[src/rtl/rom_read_arbiter.sv]
// Two-port ROM read arbiter: round-robin grants up to two requesters per cycle
// onto ROM ports A/B and returns the read data two cycles after the handshake.
module rom_read_arbiter #(
    parameter int NREQ = 4,
    parameter int AW   = 3,
    parameter int DW   = 8
) (
    input  logic               clk,
    input  logic               rst_n,
    input  logic [NREQ-1:0]    req_valid,
    input  logic [NREQ*AW-1:0] req_addr,
    output logic [NREQ-1:0]    req_ready,
    output logic [NREQ-1:0]    rsp_valid,
    output logic [NREQ*DW-1:0] rsp_data,
    output logic               rom_ena,
    output logic               rom_enb,
    output logic [AW-1:0]      rom_addra,
    output logic [AW-1:0]      rom_addrb,
    input  logic [DW-1:0]      rom_douta,
    input  logic [DW-1:0]      rom_doutb
);

    localparam int IW = (NREQ > 1) ? $clog2(NREQ) : 1;

    logic [IW-1:0] rr_ptr;
    logic          a_hit, b_hit;
    logic [IW-1:0] a_idx, b_idx;
    logic          a_grant, b_grant;
    logic          tag_a_v, tag_b_v;
    logic [IW-1:0] tag_a_id, tag_b_id;

    function automatic logic [IW-1:0] wrap_inc(input logic [IW-1:0] base, input int k);
        int s;
        s = int'(base) + k;
        if (s >= NREQ) s = s - NREQ;
        return s[IW-1:0];
    endfunction

    // Port B keeps searching from just past the port-A winner, so it never re-picks A.
    always_comb begin
        a_hit = 1'b0;
        a_idx = '0;
        b_hit = 1'b0;
        b_idx = '0;
        for (int k = 0; k < NREQ; k++) begin
            if (!a_hit && req_valid[wrap_inc(rr_ptr, k)]) begin
                a_hit = 1'b1;
                a_idx = wrap_inc(rr_ptr, k);
            end
        end
        for (int k = 1; k < NREQ; k++) begin
            if (a_hit && !b_hit && req_valid[wrap_inc(a_idx, k)]) begin
                b_hit = 1'b1;
                b_idx = wrap_inc(a_idx, k);
            end
        end
    end

    // Grants are masked while reset is held so the ROM side and handshakes go quiet at once.
    assign a_grant = a_hit & rst_n;
    assign b_grant = b_hit & rst_n;

    always_comb begin
        req_ready = '0;
        if (a_grant) req_ready[a_idx] = 1'b1;
        if (b_grant) req_ready[b_idx] = 1'b1;
    end

    assign rom_ena   = a_grant;
    assign rom_enb   = b_grant;
    assign rom_addra = a_grant ? req_addr[a_idx*AW +: AW] : '0;
    assign rom_addrb = b_grant ? req_addr[b_idx*AW +: AW] : '0;

    always_ff @(posedge clk or negedge rst_n) begin
        if (!rst_n) begin
            rr_ptr    <= '0;
            tag_a_v   <= 1'b0;
            tag_b_v   <= 1'b0;
            tag_a_id  <= '0;
            tag_b_id  <= '0;
            rsp_valid <= '0;
            rsp_data  <= '0;
        end else begin
            tag_a_v  <= a_grant;
            tag_b_v  <= b_grant;
            tag_a_id <= a_idx;
            tag_b_id <= b_idx;
            if (b_grant) begin
                rr_ptr <= wrap_inc(b_idx, 1);
            end else if (a_grant) begin
                rr_ptr <= wrap_inc(a_idx, 1);
            end
            rsp_valid <= '0;
            if (tag_a_v) begin
                rsp_valid[tag_a_id]          <= 1'b1;
                rsp_data[tag_a_id*DW +: DW]  <= rom_douta;
            end
            if (tag_b_v) begin
                rsp_valid[tag_b_id]          <= 1'b1;
                rsp_data[tag_b_id*DW +: DW]  <= rom_doutb;
            end
        end
    end

endmodule

[config.mk]
export PLATFORM = sky130hd
export DESIGN_NAME = rom_read_arbiter
export DESIGN_NICKNAME = d
export VERILOG_FILES = /design/src/rtl/rom_read_arbiter.sv
export SDC_FILE = /design/constraint.sdc
export NUM_CORES = 1
export LEC_CHECK = 0
export CAP_MARGIN = 40
export CELL_PAD_IN_SITES_DETAIL_PLACEMENT = 2
export CELL_PAD_IN_SITES_GLOBAL_PLACEMENT = 2
export CORE_MARGIN = 2
export CORE_UTILIZATION = 31
export CTS_CLUSTER_DIAMETER = 50
export DETAILED_ROUTE_END_ITERATION = 10
export GPL_ROUTABILITY_DRIVEN = 0
export PLACE_DENSITY = 0.88
export SYNTH_ARGS = -nofsm -noshare
export SYNTH_HDL_FRONTEND = slang
export SYNTH_SLANG_ARGS = --single-unit
[constraint.sdc]
create_clock -name clk -period 7.06 [get_ports clk]
set_input_delay 1.059 -clock clk [delete_from_list [all_inputs] [get_ports clk]]
set_output_delay 1.059 -clock clk [all_outputs]
set_load 0.01 [all_outputs]
Word-level counts from Yosys, hierarchy flattened. Cells that the tools add are included.

Bits in latches: 0. Bits in read-only memories: 0. Input port bits: 34. Memory bits (writable): 0. Flip-flop bits (word level): 44. Output and inout bits: 48. Word-level logic and storage cells: 133. Memories kept: 0.

Div/mod/pow operators: 0. $add $sub $neg: 17. Eq/ne operators: 0. Mux-type cells: 56. Bitwise logic cells: 4. Multipliers: 2. Order comparisons: 23. Reductions and logical operators: 18. Shift-type cells: 6.

Operators by type and width (count): 5-bit negation with 34-bit output (2); 8-bit by 34-bit variable shift with 32-bit output, first input constant (2); 8-bit by 34-bit indexed part select with 32-bit output (2); 32-bit bitwise mux (2); 32-bit 2-to-1 mux (2); 2-bit 2-to-1 mux (17); 2-bit by 3-bit < comparator with 1-bit output, second input constant (11); 12-bit by 5-bit indexed part select with 3-bit output (2); 3-bit greater-or-equal comparator, second input constant (7); 1-bit 2-to-1 mux (18); 4-bit 2-to-1 mux (4); 2-bit by 1-bit subtractor with 2-bit output, second input constant (8); 1-bit binary-select mux with 2-bit select (7); 2-bit by 2-bit adder with 3-bit output, second input constant (4); 1-bit logical AND (12); 2-bit by 1-bit adder with 3-bit output, second input constant (3); 1-bit demux with 2-bit select (4); 2-bit by 1-bit greater-or-equal comparator with 1-bit output, second input constant (4); 2-bit by 2-bit multiplier with 4-bit output, second input constant (2); 4-bit OR (2); 3-bit 2-to-1 mux (2); 1-bit logical NOT (5); 2-bit by 3-bit greater-or-equal comparator with 1-bit output, second input constant (1); 1-bit AND (2); 2-bit nonzero test (1).

Logic depth before layout (Yosys ltp).
Depth after elaboration: 35. Gate-level depth with buffers: 14. Depth with buffers taken out: 12.

Worst setup path after synthesis. No wires, ideal clock.

Path type: input to output. Start: input port req_valid[1]. End: output port rom_addrb[1]. Slack: 2.622 ns. Cell stages on the path: 12. Arrival: 3.379 ns. Data required time: 6.001 ns. Path buffers: 2. Cell sequence: buf_4 -> buf_4 -> o21a_1 -> o21ai_0 -> o21ai_1 -> ha_1 -> inv_1 -> a2111oi_0 -> a22oi_1 -> nor2b_1 -> o41ai_1 -> a211oi_1.

Word-level cells in the longest chain between the ends: 30. Elaborated cells on any way between the ends: 57. Classes of those cells: add/sub: 6; mul: 1; order compare: 3; shift: 1; mux: 32; bitwise: 1; reduce/logical: 13.

Ends and longest elaborated chain: from (decl) (line 10) `input logic [NREQ-1:0] req_valid,`; 1-bit binary-select mux with 2-bit select (line 46) `if (!a_hit && req_valid[wrap_inc(rr_ptr, k)]) begin`; 1-bit 2-to-1 mux (implied by the code) (line 46); 1-bit 2-to-1 mux (line 46); 1-bit logical NOT (line 46); 1-bit logical AND (line 46); 1-bit 2-to-1 mux (line 46); 1-bit logical NOT (line 46); 1-bit logical AND (line 46); [... 12 more ...]; 1-bit logical AND (2 in a row) (line 52) `if (a_hit && !b_hit && req_valid[wrap_inc(a_idx, k)]) begin`; 1-bit 2-to-1 mux (line 52); 1-bit logical NOT (line 52); 1-bit logical AND (2 in a row) (line 52); 2-bit 2-to-1 mux (line 52); 2-bit by 2-bit multiplier with 4-bit output (line 72) `assign rom_addrb = b_grant ? req_addr[b_idx*AW +: AW] : '0;`; 12-bit by 5-bit indexed part select with 3-bit output (line 72); 3-bit 2-to-1 mux (*) (line 72); to (decl) (line 18) `output logic [AW-1:0] rom_addrb,`.

Mark *: on every way between the ends. The rest lies on a longest branch, timed or not. The select of a mux whose other input is x is not followed.

Worst setup path after layout.
Start: input port req_valid[0]. End: output port rom_addrb[1].

Word-level cells in the longest chain between the ends: 30. Elaborated cells on any way between the ends: 57. Classes of those cells: add/sub: 6; mul: 1; order compare: 3; shift: 1; mux: 32; bitwise: 1; reduce/logical: 13.

Ends and longest elaborated chain: 1-bit binary-select mux with 2-bit select (line 46); 1-bit 2-to-1 mux (implied by the code) (line 46); 1-bit 2-to-1 mux (line 46); 1-bit logical NOT (line 46); 1-bit logical AND (line 46); 1-bit 2-to-1 mux (line 46); 1-bit logical NOT (line 46); 1-bit logical AND (line 46); [... 4 more ...]; net a_idx[0] (line 27) `logic [IW-1:0] a_idx, b_idx;`; [... 8 more ...]; 1-bit logical AND (2 in a row) (line 52); 1-bit 2-to-1 mux (line 52); 1-bit logical NOT (line 52); 1-bit logical AND (2 in a row) (line 52); 2-bit 2-to-1 mux (line 52); 2-bit by 2-bit multiplier with 4-bit output (line 72); 12-bit by 5-bit indexed part select with 3-bit output (line 72); 3-bit 2-to-1 mux (*) (line 72).

The timed path passes the listed nets; every way through them passes the cells marked *. The select of a mux whose other input is x is not followed.

==> summary.md <==
| Metric | Value |
|---|---|
| Antenna Nets Post-Route | 0 |
| Largest delay share family, worst path | buffers and inverters |
| H-tree depth | 2 |
| WP data required | 6.00 ns |
| Crit end category | primary output |
| Post-cts sizing count | 0 |
| Starting Density | 32.1% |
| Post-Synthesis Cells | 324 |
| TritonCTS clock tree | done |
| I/O pin count | 82 |
| Synth area leader | dfrtp_1 |
| Async SR Flop Fraction | 100% |
| Chip Height | 102 um |
| Status | finished clean |
| Area of the multi-input gates | 1720 um^2 |
| Crit-path slowest cell | clkdlybuf4s50_1 |
| Achievable frequency | 156 MHz |
| Ys flop type | dfrtp_1 |
| Pwr/cell area | 356 nW/um^2 |
| CP Cell Sequence | clkdlybuf4s50_1, nor3b_2, a221o_1, inv_1, ha_1, inv_1, a2111oi_0, a22oi_1, nor2b_1, o41ai_1, a211oi_1, clkdlybuf4s50_1 |
| Initial DRC Count | 89 |
| Routed Wire Length | 11,100 um |
| Post-Syn Area | 2980 um^2 |
| Largest net degree at the start of global routing | 47 |
| Layout cells sized above 1 | 7.27% |
| CTS Buf Count | 5 |
| RSZ-0062 raised after global routing | false |
| Ant. Diodes | 0 |
| Longest Clk Path Bufs | 2 |
| Final period util | 90.7% |
| Vias | 2,920 |
| Leak | 1.60 nW |
| Critical Setup Path Class | in -> out |
| Slowest stage delay, CP | 0.81 ns |
| Initial antenna violation count | 0 |
| TritonCTS Sinks | 44 |
| DR WL/cell | 21.0 um |
| Ys Warns | 0 |
| Commonest non-fill, non-tap cell in the layout | clkdlybuf4s50_1 |
| First-pass GRT wire length | 17,800 um |
| Setup TNS | 0 ns |
| Ranking of synthesized cells by area | dfrtp_1 37%, ha_1 8.8%, a22oi_1 8.3% |
| Maximum fanout along the worst path | 17 |
| Syn avg cell area | 9.19 um^2 |
| VDD IR max | 0.126 mV |
| Most frequent cells in the layout | 80 x clkdlybuf4s50_1, 48 x nand2_1, 44 x dfrtp_1 |
| Worst Path Buf+Inv | 4 |
| Total gr overflow | 0 |
| Post-Place Worst Slack | 0.617 ns |
| Core box area | 9280 um^2 |
| Tmin final | 6.41 ns |
| Vias in the first global route | 3,173 |
| Worst Path Arrival | 5.35 ns |
| I/O Buffers | 81 |
| Die Wd | 102 um |
| Hold_buf cts | 0 |
| Core Rows | 35 |
| Synth unique cells | 55 |
| Fin nets | 453 |
| Min-Delay Path Class | reg -> reg |
| Top cell type's share of synthesized area | 37.0% |
| Syn_nets | 379 |
| Root buffer cell | clkbuf_8 |
| # DRC | 0 |
| Worst-Margin Slew | 0.945 ns |
| # fillers | 1,037 |
| Post-CTS repair timing setup buffer count | 0 |
| Slew HR | 36.8% |
| Sequential share of the synthesized area | 37.0% |
| Layout area overhead | 33.1% |
| Post-DP HPWL | 8100 um |
| Skew final | 0.0143 ns |
| Max-cap violations | 0 |
| Reg clk slew, reported paths | 0.09 ns |
| Die area | 10,400 um^2 |
| Total track usage | 22.3% |
| Startpoint type of the worst setup path | primary input |
| Number of synthesized register bits | 44 |
| Setup ws final | 0.655 ns |
| Final Setup Violations | 0 |
| Max-slew violations | 0 |
| Fin. Hold Viols | 0 |
| Seq. cell area | 1100 um^2 |
| Final Power | 0.00141 W |
| Clk Latency, worst-skew pair | 0.31 ns |
| Post-synth EDFFs | 0 |
| Vias per inst | 5.53 |
| Pre-antenna DRT Iters | 4 |
registers in the layout, summed over array words and instances, names as in the netlist:
signal	count
rsp_data	32
rsp_valid	4
rr_ptr	2
tag_a_id	2
tag_b_id	2
tag_a_v	1
tag_b_v	1
path summary, 6_finish.rpt:
path,start,end,slack (ns),cells after the start
min,rsp_data[29],rsp_data[29],0.60,2
max reg2reg,rr_ptr[1],rr_ptr[1],3.47,11
max in group asynchronous,rst_n,tag_b_id[1],5.81,2
max,req_valid[0],rom_addrb[1],0.65,12
min in group asynchronous,rst_n,rsp_data[0],0.85,2
min reg2reg,rsp_data[29],rsp_data[29],0.60,2
cells in the mapped netlist (4+ instances only):
cell      instances
a22o_1            6
clkbuf_1          8
nor2_1           13
nand2_1          48
mux2i_1           4
dfrtp_1          44
a22oi_1          33
inv_1            13
a21oi_1           9
o21ai_1           5
buf_4             5
ha_1             21
and2_1           11
o21ai_0          37
through the flow:
stage | hold slack, ns | instances | area, um^2 | util, %
4_1_cts | 0.608 | 527 | 3960 | 42.6
3_5_place_dp | 0.583 | 519 | 3860 | 41.6
6_report | 0.603 | 528 | 3970 | 42.7
3_3_place_gp | 0.567 | 517 | 3850 | 41.5
5_1_grt | 0.657 | 528 | 3970 | 42.7
2_1_floorplan | 0.531 | 324 | 2980 | -
worst min-delay path, cell delays in order (launching register included):
cell and delay, ns:
dfrtp_1 0.35, a22oi_1 0.08, o21ai_0 0.14
cell families (layout without fill, tap and decap cells):
kind of cell,count (synthesis),in the layout,synth area share (%)
muxes,7,7,3.61
adders and majority gates,21,21,8.82
AOI/OAI and AO/OA,121,121,27.8
buffers and inverters,32,107,5.54
DFF,44,44,37.0
and+or+nand+nor,99,99,17.2
routing by layer:
layer / track usage [%] / wire (um) / up-vias
met1: 28.2 / 4750 / 1469
met3: 3.97 / 578 / 7
met5: 0 / 0 / -
met2: 40.1 / 5710 / 103
met4: 3.90 / 68 / 0
li1: - / - / 1341
area by class of cell:
| cell class | instances | area share [%] |
|---|---|---|
| clock buffer | 7 | 2.18 |
| clock inverter | 1 | 0.189 |
| inverter | 13 | 1.23 |
| multi-input combinational | 248 | 43.4 |
| sequential | 44 | 27.8 |
| tap | 129 | 4.07 |
| timing repair buffer | 86 | 21.2 |
where the power goes:
part           switching, W  internal (W)  total (W)
Sequential        0.0000982      0.000348   0.000446
Combinational      0.000408      0.000383   0.000791
Clock             0.0000941     0.0000797   0.000174
Total              0.000600      0.000811    0.00141
(Power assumes the default switching activity.)
